[src/rtl/axi_read_responder_if.sv]
// AR/R read-channel bundle between a read master and the responder.
interface axi_read_responder_if #(
  parameter int ADDR_BITS            = 32,
  parameter int TID_WIDTH            = 4,
  parameter int BURST_LEN_WIDTH      = 8,
  parameter int LOG_BLOCK_DATA_BYTES = 6
) ();
  localparam int BLOCK_DATA_SIZE_BITS = 8 << LOG_BLOCK_DATA_BYTES;

  logic                            s_ar_valid;
  logic                            s_ar_ready;
  logic [BURST_LEN_WIDTH-1:0]      s_ar_len;
  logic [ADDR_BITS-1:0]            s_ar_addr;
  logic [TID_WIDTH-1:0]            s_ar_id;
  logic                            s_r_valid;
  logic                            s_r_ready;
  logic                            s_r_last;
  logic [BLOCK_DATA_SIZE_BITS-1:0] s_r_data;
  logic [TID_WIDTH-1:0]            s_r_id;

  modport master (
    output s_ar_valid, s_ar_len, s_ar_addr, s_ar_id, s_r_ready,
    input  s_ar_ready, s_r_valid, s_r_last, s_r_data, s_r_id
  );

  modport slave (
    input  s_ar_valid, s_ar_len, s_ar_addr, s_ar_id, s_r_ready,
    output s_ar_ready, s_r_valid, s_r_last, s_r_data, s_r_id
  );
endinterface

[src/rtl/axi_read_responder.sv]
// Memory-side AR/R responder: queues read requests in order, waits a
// programmable latency per request, then returns len+1 beats whose data is
// the beat address replicated across the data bus.
module axi_read_responder #(
  parameter int ADDR_BITS            = 32,
  parameter int TID_WIDTH            = 4,
  parameter int BURST_LEN_WIDTH      = 8,
  parameter int LOG_BLOCK_DATA_BYTES = 6,
  parameter int LOG_REQ_DEPTH        = 2,
  parameter int LAT_BITS             = 8
) (
  input  logic                     clk,
  input  logic                     reset,
  axi_read_responder_if.slave      bus,
  input  logic [LAT_BITS-1:0]      cfg_latency,
  output logic [LOG_REQ_DEPTH:0]   reqCnt,
  output logic                     busy
);
  localparam int DEPTH                = 1 << LOG_REQ_DEPTH;
  localparam int BLOCK_DATA_SIZE_BITS = 8 << LOG_BLOCK_DATA_BYTES;
  localparam int REPL                 = BLOCK_DATA_SIZE_BITS / ADDR_BITS;
  localparam logic [ADDR_BITS-1:0] BEAT_STRIDE = ADDR_BITS'(1) << LOG_BLOCK_DATA_BYTES;

  typedef enum logic [1:0] {IDLE, WAIT, BURST} state_t;

  // Request queue storage (data only, never reset)
  logic [ADDR_BITS-1:0]       q_addr_mem [DEPTH];
  logic [BURST_LEN_WIDTH-1:0] q_len_mem  [DEPTH];
  logic [TID_WIDTH-1:0]       q_id_mem   [DEPTH];

  logic [LOG_REQ_DEPTH-1:0]   wr_ptr_q, wr_ptr_d, rd_ptr_q, rd_ptr_d;
  logic [LOG_REQ_DEPTH:0]     count_q, count_d;
  state_t                     state_q, state_d;
  logic [LAT_BITS-1:0]        lat_cnt_q, lat_cnt_d;
  logic [BURST_LEN_WIDTH-1:0] beat_idx_q, beat_idx_d;
  logic [BURST_LEN_WIDTH-1:0] len_q, len_d;
  logic [TID_WIDTH-1:0]       id_q, id_d;
  logic [ADDR_BITS-1:0]       beat_addr_q, beat_addr_d;

  logic full, push, pop, r_hs, in_burst, last_beat;

  assign full      = (count_q == (LOG_REQ_DEPTH+1)'(DEPTH));
  assign push      = bus.s_ar_valid & bus.s_ar_ready;
  assign pop       = (state_q == IDLE) && (count_q != '0);
  assign in_burst  = (state_q == BURST);
  assign last_beat = in_burst && (beat_idx_q == len_q);
  assign r_hs      = in_burst && bus.s_r_ready;

  assign bus.s_ar_ready = ~full & ~reset;
  assign bus.s_r_valid  = in_burst;
  assign bus.s_r_last   = last_beat;
  assign bus.s_r_id     = in_burst ? id_q : '0;
  assign bus.s_r_data   = in_burst ? {REPL{beat_addr_q}} : '0;
  assign reqCnt         = count_q;
  assign busy           = (state_q != IDLE) || (count_q != '0);

  // Next-state logic for the queue pointers, occupancy and burst FSM
  always_comb begin
    wr_ptr_d    = wr_ptr_q;
    rd_ptr_d    = rd_ptr_q;
    count_d     = count_q;
    state_d     = state_q;
    lat_cnt_d   = lat_cnt_q;
    beat_idx_d  = beat_idx_q;
    len_d       = len_q;
    id_d        = id_q;
    beat_addr_d = beat_addr_q;

    if (push) wr_ptr_d = wr_ptr_q + LOG_REQ_DEPTH'(1);
    if (pop)  rd_ptr_d = rd_ptr_q + LOG_REQ_DEPTH'(1);
    case ({push, pop})
      2'b10:   count_d = count_q + (LOG_REQ_DEPTH+1)'(1);
      2'b01:   count_d = count_q - (LOG_REQ_DEPTH+1)'(1);
      default: count_d = count_q;
    endcase

    case (state_q)
      IDLE: begin
        if (pop) begin
          beat_addr_d = q_addr_mem[rd_ptr_q];
          len_d       = q_len_mem[rd_ptr_q];
          id_d        = q_id_mem[rd_ptr_q];
          beat_idx_d  = '0;
          if (cfg_latency == '0) begin
            state_d = BURST;
          end else begin
            state_d   = WAIT;
            lat_cnt_d = cfg_latency - LAT_BITS'(1);
          end
        end
      end
      WAIT: begin
        if (lat_cnt_q == '0) state_d = BURST;
        else                 lat_cnt_d = lat_cnt_q - LAT_BITS'(1);
      end
      BURST: begin
        if (r_hs) begin
          beat_idx_d  = beat_idx_q + BURST_LEN_WIDTH'(1);
          beat_addr_d = beat_addr_q + BEAT_STRIDE;
          if (last_beat) state_d = IDLE;
        end
      end
      default: state_d = IDLE;
    endcase
  end

  // Control registers, cleared by synchronous reset
  always_ff @(posedge clk) begin
    if (reset) begin
      wr_ptr_q   <= '0;
      rd_ptr_q   <= '0;
      count_q    <= '0;
      state_q    <= IDLE;
      lat_cnt_q  <= '0;
      beat_idx_q <= '0;
    end else begin
      wr_ptr_q   <= wr_ptr_d;
      rd_ptr_q   <= rd_ptr_d;
      count_q    <= count_d;
      state_q    <= state_d;
      lat_cnt_q  <= lat_cnt_d;
      beat_idx_q <= beat_idx_d;
    end
  end

  // Burst working registers and queue storage; outputs are gated by state
  always_ff @(posedge clk) begin
    len_q       <= len_d;
    id_q        <= id_d;
    beat_addr_q <= beat_addr_d;
    if (push) begin
      q_addr_mem[wr_ptr_q] <= bus.s_ar_addr;
      q_len_mem[wr_ptr_q]  <= bus.s_ar_len;
      q_id_mem[wr_ptr_q]   <= bus.s_ar_id;
    end
  end
endmodule

[src/flat_wrapper.sv]
// flat-port wrapper written by rule: the top's interface ports become plain ports
module axi_read_responder_flat 
#(
  parameter int ADDR_BITS            = 32,
  parameter int TID_WIDTH            = 4,
  parameter int BURST_LEN_WIDTH      = 8,
  parameter int LOG_BLOCK_DATA_BYTES = 6,
  parameter int LOG_REQ_DEPTH        = 2,
  parameter int LAT_BITS             = 8
)
  (clk, reset, cfg_latency, reqCnt, busy, bus_s_ar_valid, bus_s_ar_len, bus_s_ar_addr, bus_s_ar_id, bus_s_r_ready, bus_s_ar_ready, bus_s_r_valid, bus_s_r_last, bus_s_r_data, bus_s_r_id);
  axi_read_responder_if #(.ADDR_BITS(ADDR_BITS), .TID_WIDTH(TID_WIDTH), .BURST_LEN_WIDTH(BURST_LEN_WIDTH), .LOG_BLOCK_DATA_BYTES(LOG_BLOCK_DATA_BYTES)) bus_i ();
  input  logic clk;
  input  logic reset;
  input  logic [LAT_BITS-1:0] cfg_latency;
  output logic [LOG_REQ_DEPTH:0] reqCnt;
  output logic busy;
  input wire logic [$bits(bus_i.s_ar_valid)-1:0] bus_s_ar_valid;
  input wire logic [$bits(bus_i.s_ar_len)-1:0] bus_s_ar_len;
  input wire logic [$bits(bus_i.s_ar_addr)-1:0] bus_s_ar_addr;
  input wire logic [$bits(bus_i.s_ar_id)-1:0] bus_s_ar_id;
  input wire logic [$bits(bus_i.s_r_ready)-1:0] bus_s_r_ready;
  output wire logic [$bits(bus_i.s_ar_ready)-1:0] bus_s_ar_ready;
  output wire logic [$bits(bus_i.s_r_valid)-1:0] bus_s_r_valid;
  output wire logic [$bits(bus_i.s_r_last)-1:0] bus_s_r_last;
  output wire logic [$bits(bus_i.s_r_data)-1:0] bus_s_r_data;
  output wire logic [$bits(bus_i.s_r_id)-1:0] bus_s_r_id;
  assign bus_i.s_ar_valid = bus_s_ar_valid;
  assign bus_i.s_ar_len = bus_s_ar_len;
  assign bus_i.s_ar_addr = bus_s_ar_addr;
  assign bus_i.s_ar_id = bus_s_ar_id;
  assign bus_i.s_r_ready = bus_s_r_ready;
  assign bus_s_ar_ready = bus_i.s_ar_ready;
  assign bus_s_r_valid = bus_i.s_r_valid;
  assign bus_s_r_last = bus_i.s_r_last;
  assign bus_s_r_data = bus_i.s_r_data;
  assign bus_s_r_id = bus_i.s_r_id;
  axi_read_responder #(.ADDR_BITS(ADDR_BITS), .TID_WIDTH(TID_WIDTH), .BURST_LEN_WIDTH(BURST_LEN_WIDTH), .LOG_BLOCK_DATA_BYTES(LOG_BLOCK_DATA_BYTES), .LOG_REQ_DEPTH(LOG_REQ_DEPTH), .LAT_BITS(LAT_BITS)) u_core (.clk(clk), .reset(reset), .bus(bus_i), .cfg_latency(cfg_latency), .reqCnt(reqCnt), .busy(busy));
endmodule
[config.mk]
export PLATFORM = sky130hd
export DESIGN_NAME = axi_read_responder_flat
export DESIGN_NICKNAME = d
export VERILOG_FILES = /design/src/rtl/axi_read_responder_if.sv /design/src/rtl/axi_read_responder.sv /design/src/flat_wrapper.sv
export SDC_FILE = /design/constraint.sdc
export NUM_CORES = 1
export LEC_CHECK = 0
export BUFFER_PORTS_ARGS = -buffer_cell sky130_fd_sc_hd__clkbuf_2
export CAP_MARGIN = 5
export CORE_AREA = 2 2 228 230
export CTS_CLUSTER_DIAMETER = 200
export DETAILED_ROUTE_END_ITERATION = 10
export DIE_AREA = 0 0 230 232
export PLACE_DENSITY = 0.5
export SLEW_MARGIN = 10
export SYNTH_ARGS = -nofsm -noshare
export SYNTH_HDL_FRONTEND = slang
export SYNTH_SLANG_ARGS = --single-unit
[constraint.sdc]
create_clock -name clk -period 3.4 [get_ports clk]
set_input_delay 0.68 -clock clk [delete_from_list [all_inputs] [get_ports clk]]
set_output_delay 0.68 -clock clk [all_outputs]
set_load 0.05 [all_outputs]
Word level (Yosys, flattened, before mapping)

Memories as Yosys holds them, arrays and structs flattened. A register that Yosys moved wholly into a read port is not among the register bits.
Cells that the tools add are included.

Flip-flop bits (word level): 57
Memories kept: 3
Bits of input ports: 56
RAM bits: 176

Memory list:

| memory            | words | bits a word | read ports | clocked after memory_dff | wr ports | line                     | source |
|---|---|---|---|---|---|---|---|
| u_core.q_addr_mem | 4     | 32          | 1          | 1                        | 1        | axi_read_responder.sv:27 | `logic [ADDR_BITS-1:0] q_addr_mem [DEPTH];` |
| u_core.q_len_mem  | 4     | 8           | 1          | 1                        | 1        | axi_read_responder.sv:28 | `logic [BURST_LEN_WIDTH-1:0] q_len_mem [DEPTH];` |
| u_core.q_id_mem   | 4     | 4           | 1          | 1                        | 1        | axi_read_responder.sv:29 | `logic [TID_WIDTH-1:0] q_id_mem [DEPTH];` |

Equal/unequal tests: 12
Bitwise logic cells: 4
Add/sub/neg operators: 8
Mux-type cells: 23
Reduce and logical (&&, ||, !) cells: 16

Operator list:

| kind                  | count |
|---|---|
| $mux 512              | 1 |
| $mux 32               | 2 |
| $pmux 32 s2           | 1 |
| $mux 8                | 5 |
| $add 32x7->32 const B | 1 |
| $pmux 8 s2            | 2 |
| $logic_not 8->1       | 2 |
| $sub 8x1->8 const B   | 2 |
| $mux 2                | 7 |
| $add 8x1->8 const B   | 1 |
| $eq 8x8->1            | 1 |
| $reduce_and 4->1      | 2 |
| $reduce_bool 2->1     | 4 |
| $ne 2x1->1 const B    | 3 |
| $ne 2x2->1 const B    | 3 |
| $pmux 2 s3            | 1 |
| $pmux 3 s2            | 1 |
| $add 2x1->2 const B   | 2 |
| $eq 2x1->1 const B    | 2 |
| $eq 2x2->1 const B    | 2 |
| $mux 4                | 1 |
| $add 3x1->3 const B   | 1 |
| $eq 3x3->1 const B    | 1 |
| $logic_and 1x1->1     | 3 |
| other kinds (9)       | 12 |

Depth between registers and ports, before layout

Depth in word-level cells: 6
Mapped depth: 10

Least setup slack after synthesis

Ideal clock, no wire load.

Kind: reg2reg
Start point: reg u_core.count_q[0] (netlist: u_core.reqCnt[0])
End point: mem u_core.q_addr_mem[0][0] (enable)
Stages on the path, launching flop included: 4
Slack: -155 ps
Clock period less this slack: 3555 ps
Data arrival time: 3149 ps
Cells stage by stage: dfxtp_1 inv_1 a31oi_1 and3_1

Cells in the longest elaborated chain, start to end: 6

Ends and longest elaborated chain:

| what                         | line                      | source |
|---|---|---|
| from (decl)                  | axi_read_responder.sv:32  | `logic [LOG_REQ_DEPTH:0] count_q, count_d;` |
| from (signal assigned)       | axi_read_responder.sv:119 | `count_q <= count_d;` |
| $eq 3x3->1                   | axi_read_responder.sv:42  | `assign full = (count_q == (LOG_REQ_DEPTH+1)'(DEPTH));` |
| $not 1->1                    | axi_read_responder.sv:49  | `assign bus.s_ar_ready = ~full & ~reset;` |
| $and 1x1->1                  | axi_read_responder.sv:49  |  |
| named net bus_s_ar_ready     | flat_wrapper.sv:23        | `output wire logic [$bits(bus_i.s_ar_ready)-1:0] bus_s_ar_ready;` |
| $and 1x1->1                  | axi_read_responder.sv:43  | `assign push = bus.s_ar_valid & bus.s_ar_ready;` |
| $mux 1                       | axi_read_responder.sv:131 | `if (push) begin` |
| $mux 1 (implied by the code) | axi_read_responder.sv:132 | `q_addr_mem[wr_ptr_q] <= bus.s_ar_addr;` |
| to (decl)                    | axi_read_responder.sv:27  |  |

The timed path passes the listed nets, and every way through them passes these cells.

Worst setup path after layout

Start point: reg u_core.state_q[1]
End point: out bus_s_r_data[351]

Cells in the longest elaborated chain, start to end: 2

Ends and longest elaborated chain:

| what                   | line                      | source |
|---|---|---|
| from (decl)            | axi_read_responder.sv:33  | `state_t state_q, state_d;` |
| from (signal assigned) | axi_read_responder.sv:120 | `state_q <= state_d;` |
| $eq 2x2->1             | axi_read_responder.sv:45  | `assign in_burst = (state_q == BURST);` |
| $mux 512               | axi_read_responder.sv:53  | `assign bus.s_r_data = in_burst ? {REPL{beat_addr_q}} : '0;` |
| to (decl)              | flat_wrapper.sv:26        | `output wire logic [$bits(bus_i.s_r_data)-1:0] bus_s_r_data;` |

Every way passes these cells.

==> results.sh <==
export IMPL_outcome="complete, no violations"
export IMPL_startpoint_type="flip-flop"
export IMPL_vias_per_cell=4.04
export IMPL_syn_area_um2=13900
export IMPL_setup_violations_final=0
export IMPL_met1_usage=0.134
export IMPL_clock_sinks=247
export IMPL_antenna_found_initial=9
export IMPL_use_met2=0.208
export IMPL_initial_core_util=0.273
export IMPL_num_rows=83
export IMPL_hold_viol=0
export IMPL_finalNonFillerCells=1952
export IMPL_worst_pin_slew_ps=959
export IMPL_finalPower_mw=11.9
export IMPL_holdCritPathClass="input port to flip-flop"
export IMPL_critPathTopFamily="simple AND/OR/NAND/NOR gates"
export IMPL_critPathKind="flip-flop to output port"
export IMPL_htreeDepth=1
export IMPL_track_usage=0.113
export IMPL_irDropWorstVdd_mv=0.392
export IMPL_critPathMaxFanout=22
export IMPL_synth_area_per_cell_um2=12.3
export IMPL_clock_fmax_ghz=0.316
export IMPL_timing_setup_tns_ps=0
export IMPL_ys_flop_type="edfxtp_1"
export IMPL_use_met3=0.0235
export IMPL_drtIter0Drc=332
export IMPL_coreArea_um2=50900
export IMPL_final_nets=1319
export IMPL_post_place_cells=1908
export IMPL_placed_area_um2=14400
export IMPL_cts_clk_slew_worst_paths_ps=60
export IMPL_synth_edff_count=220
export IMPL_end_kind="output port"
export IMPL_grt_pass1_vias=7006
export IMPL_syn_inst=1131
export IMPL_cp_required_ps=2720
export IMPL_rsz0062_at_grt="no"
export IMPL_yosysSeqAreaShare=0.515
export IMPL_ant_nets=0
export IMPL_drcViolationCount=0
export IMPL_port_buffers=578
export IMPL_dieWidth_um=230
export IMPL_die_area_um2=53400
export IMPL_fp_dieH_um=232
export IMPL_synth_warnings=0
export IMPL_final_common_cell="clkbuf_2"
export IMPL_p_per_area_nw_per_um2=780
export IMPL_drv_cap=0
export IMPL_crit_arrival_ps=2480
export IMPL_clockRootBuffer="clkbuf_16"
export IMPL_crit_buf_inv=2
export IMPL_vias=7883
export IMPL_cts_made_buffers=24
export IMPL_grt_max_degree=50
export IMPL_multi_input_area_um2=2980
export IMPL_place_hpwl_um=23200
export IMPL_grt_first_pass_wirelength_um=45300
export IMPL_regArea_um2=7150
export IMPL_grt_busiest_layer="met2"
export IMPL_slowest_stage="and2_1"
export IMPL_p_leak_nw=6.52
export IMPL_slowest_delay_ps=670
export IMPL_holdBufCountCts=0
export IMPL_finalCritPeriodShare=0.930
export IMPL_syn_nets=1196
export IMPL_fin_crit_ps=3160
export IMPL_skew_ps=12.9
export IMPL_slew_headroom=0.360
export IMPL_clock_latency_ps=530
export IMPL_ys_async_sr_fraction=0
export IMPL_drive_gt1_frac=0.561
export IMPL_maxSlewViolCount=0
export IMPL_grt_ovfl_total=0
export IMPL_dr_pass1_iters=4
export IMPL_wire_per_inst_um=16.8
export IMPL_clk_path_buf_depth=3
export IMPL_worstPathCellList="nand2_2, clkinv_2, and2_1, clkbuf_2"
export IMPL_postLayoutCellArea_um2=15200
export IMPL_synth_cell_types=44
export IMPL_drt_total_wl_um=32800
export IMPL_most_common_layout_cells="562 x clkbuf_2, 220 x edfxtp_1, 46 x nand2_1"
export IMPL_synth_seq_cells=247
export IMPL_layout_area_overhead_vs_synth_pct=9.70
export IMPL_tritoncts="yes"
export IMPL_place_congestion=0.723
export IMPL_top_level_ports=579
export IMPL_cts_setup_buffers=0
export IMPL_n_fill_cell=5205
[metrics by stage]
| step | utilization | setup slack (ps) | hold slack (ps) |
|---|---|---|---|
| 6_report | 0.299 | 239 | 366 |
| 5_1_grt | 0.299 | 40.5 | 352 |
| 4_1_cts | 0.299 | 108 | 337 |
| 3_5_place_dp | 0.283 | 507 | 487 |
| 3_3_place_gp | 0.283 | 586 | 471 |
| 2_1_floorplan | - | 146 | 461 |
[area by class of cell]
cell class                      count  area share
Timing Repair Buffer              606       0.222
Sequential cell                   247       0.470
Antenna cell                        1    0.000164
Tap cell                          680      0.0559
Multi-Input combinational cell    362       0.196
Clock buffer                       31      0.0453
Clock inverter                     12     0.00773
Inverter                           13     0.00329
[path summary, 6_finish.rpt]
check | start | to | slack [ps] | cells after the start
setup / recovery | u_core.state_q[1] | bus_s_r_data[351] | 240 | 4
hold / removal | bus_s_ar_addr[20] | u_core.q_addr_mem[3][20] | 370 | 1
setup reg to reg | u_core.state_q[1] | u_core.lat_cnt_q[4] | 900 | 6
hold reg to reg | u_core.lat_cnt_q[7] | u_core.lat_cnt_q[7] | 500 | 1
[kinds of logic (layout without fill, tap and decap cells)]
family	Yosys count	count (layout)	share of synthesized area
AOI/OAI and AO/OA	57	57	0.0246
xor gates and xnor gates	44	44	0.0278
adders and majority gates	9	9	0.00866
buffers and inverters	522	662	0.273
DFF	247	247	0.515
muxes	47	47	0.0736
other	0	1	0
and+or+nand+nor	205	205	0.0775
[routing by layer]
layer	routed length (um)	up-vias	share of wire
met5	124	-	0.0038
met4	444	18	0.014
met3	1770	49	0.054
met2	17400	246	0.53
met1	13100	3868	0.40
li1	-	3702	-
[registers in the layout, indices dropped and copies added (netlist names), named ones only]
signal and cells:
u_core.wr_ptr_q 2, u_core.len_q 8, u_core.state_q 2, u_core.beat_addr_q 32
u_core.q_addr_mem 128, u_core.lat_cnt_q 8, u_core.q_id_mem 16, u_core.rd_ptr_q 2
u_core.q_len_mem 32, u_core.reqCnt 3, u_core.beat_idx_q 8, u_core.id_q 4
[worst reg2reg max path, cell delays in order (launching register included)]
cell      delay, ps
dfxtp_1         500
nand2b_1        480
mux2i_1         300
ha_1            350
o21ai_0         180
or4_1           520
nand3_1         110
[report_power, final]
part | switching (mW) | internal [mW]
Sequential | 0.429 | 3.91
Clock | 1.13 | 1.58
Combinational | 3.50 | 1.33
Total | 5.05 | 6.82
[cells in the mapped netlist (all sizes together) (3+ instances only)]
cell type / n / area [um2]
a211oi: 5 / 37.5
mux2i: 3 / 30.0
nand3: 25 / 125
ha: 8 / 100
nor3: 15 / 75.1
edfxtp: 220 / 6610
nor4: 6 / 73.8
dfxtp: 27 / 541
xnor2: 18 / 158
nor2b: 8 / 50.1
a21oi: 13 / 65.1
o21ai: 27 / 135
and2: 36 / 225
nor2: 38 / 143
xor2: 26 / 228
buf: 490 / 3660
nand4: 11 / 68.8
o31ai: 3 / 22.5
inv: 13 / 48.8
mux4: 44 / 991
and3: 11 / 75.1
nand2: 47 / 176
or4: 3 / 22.5
clkbuf: 19 / 71.3
[repair_timing]
action / CTS / global route
resized for setup: 1 / 8
cloned: 0 / 0
endpoints found under the setup margin: 163 / 122
No activity file was read; power rests on OpenSTA's default activity.
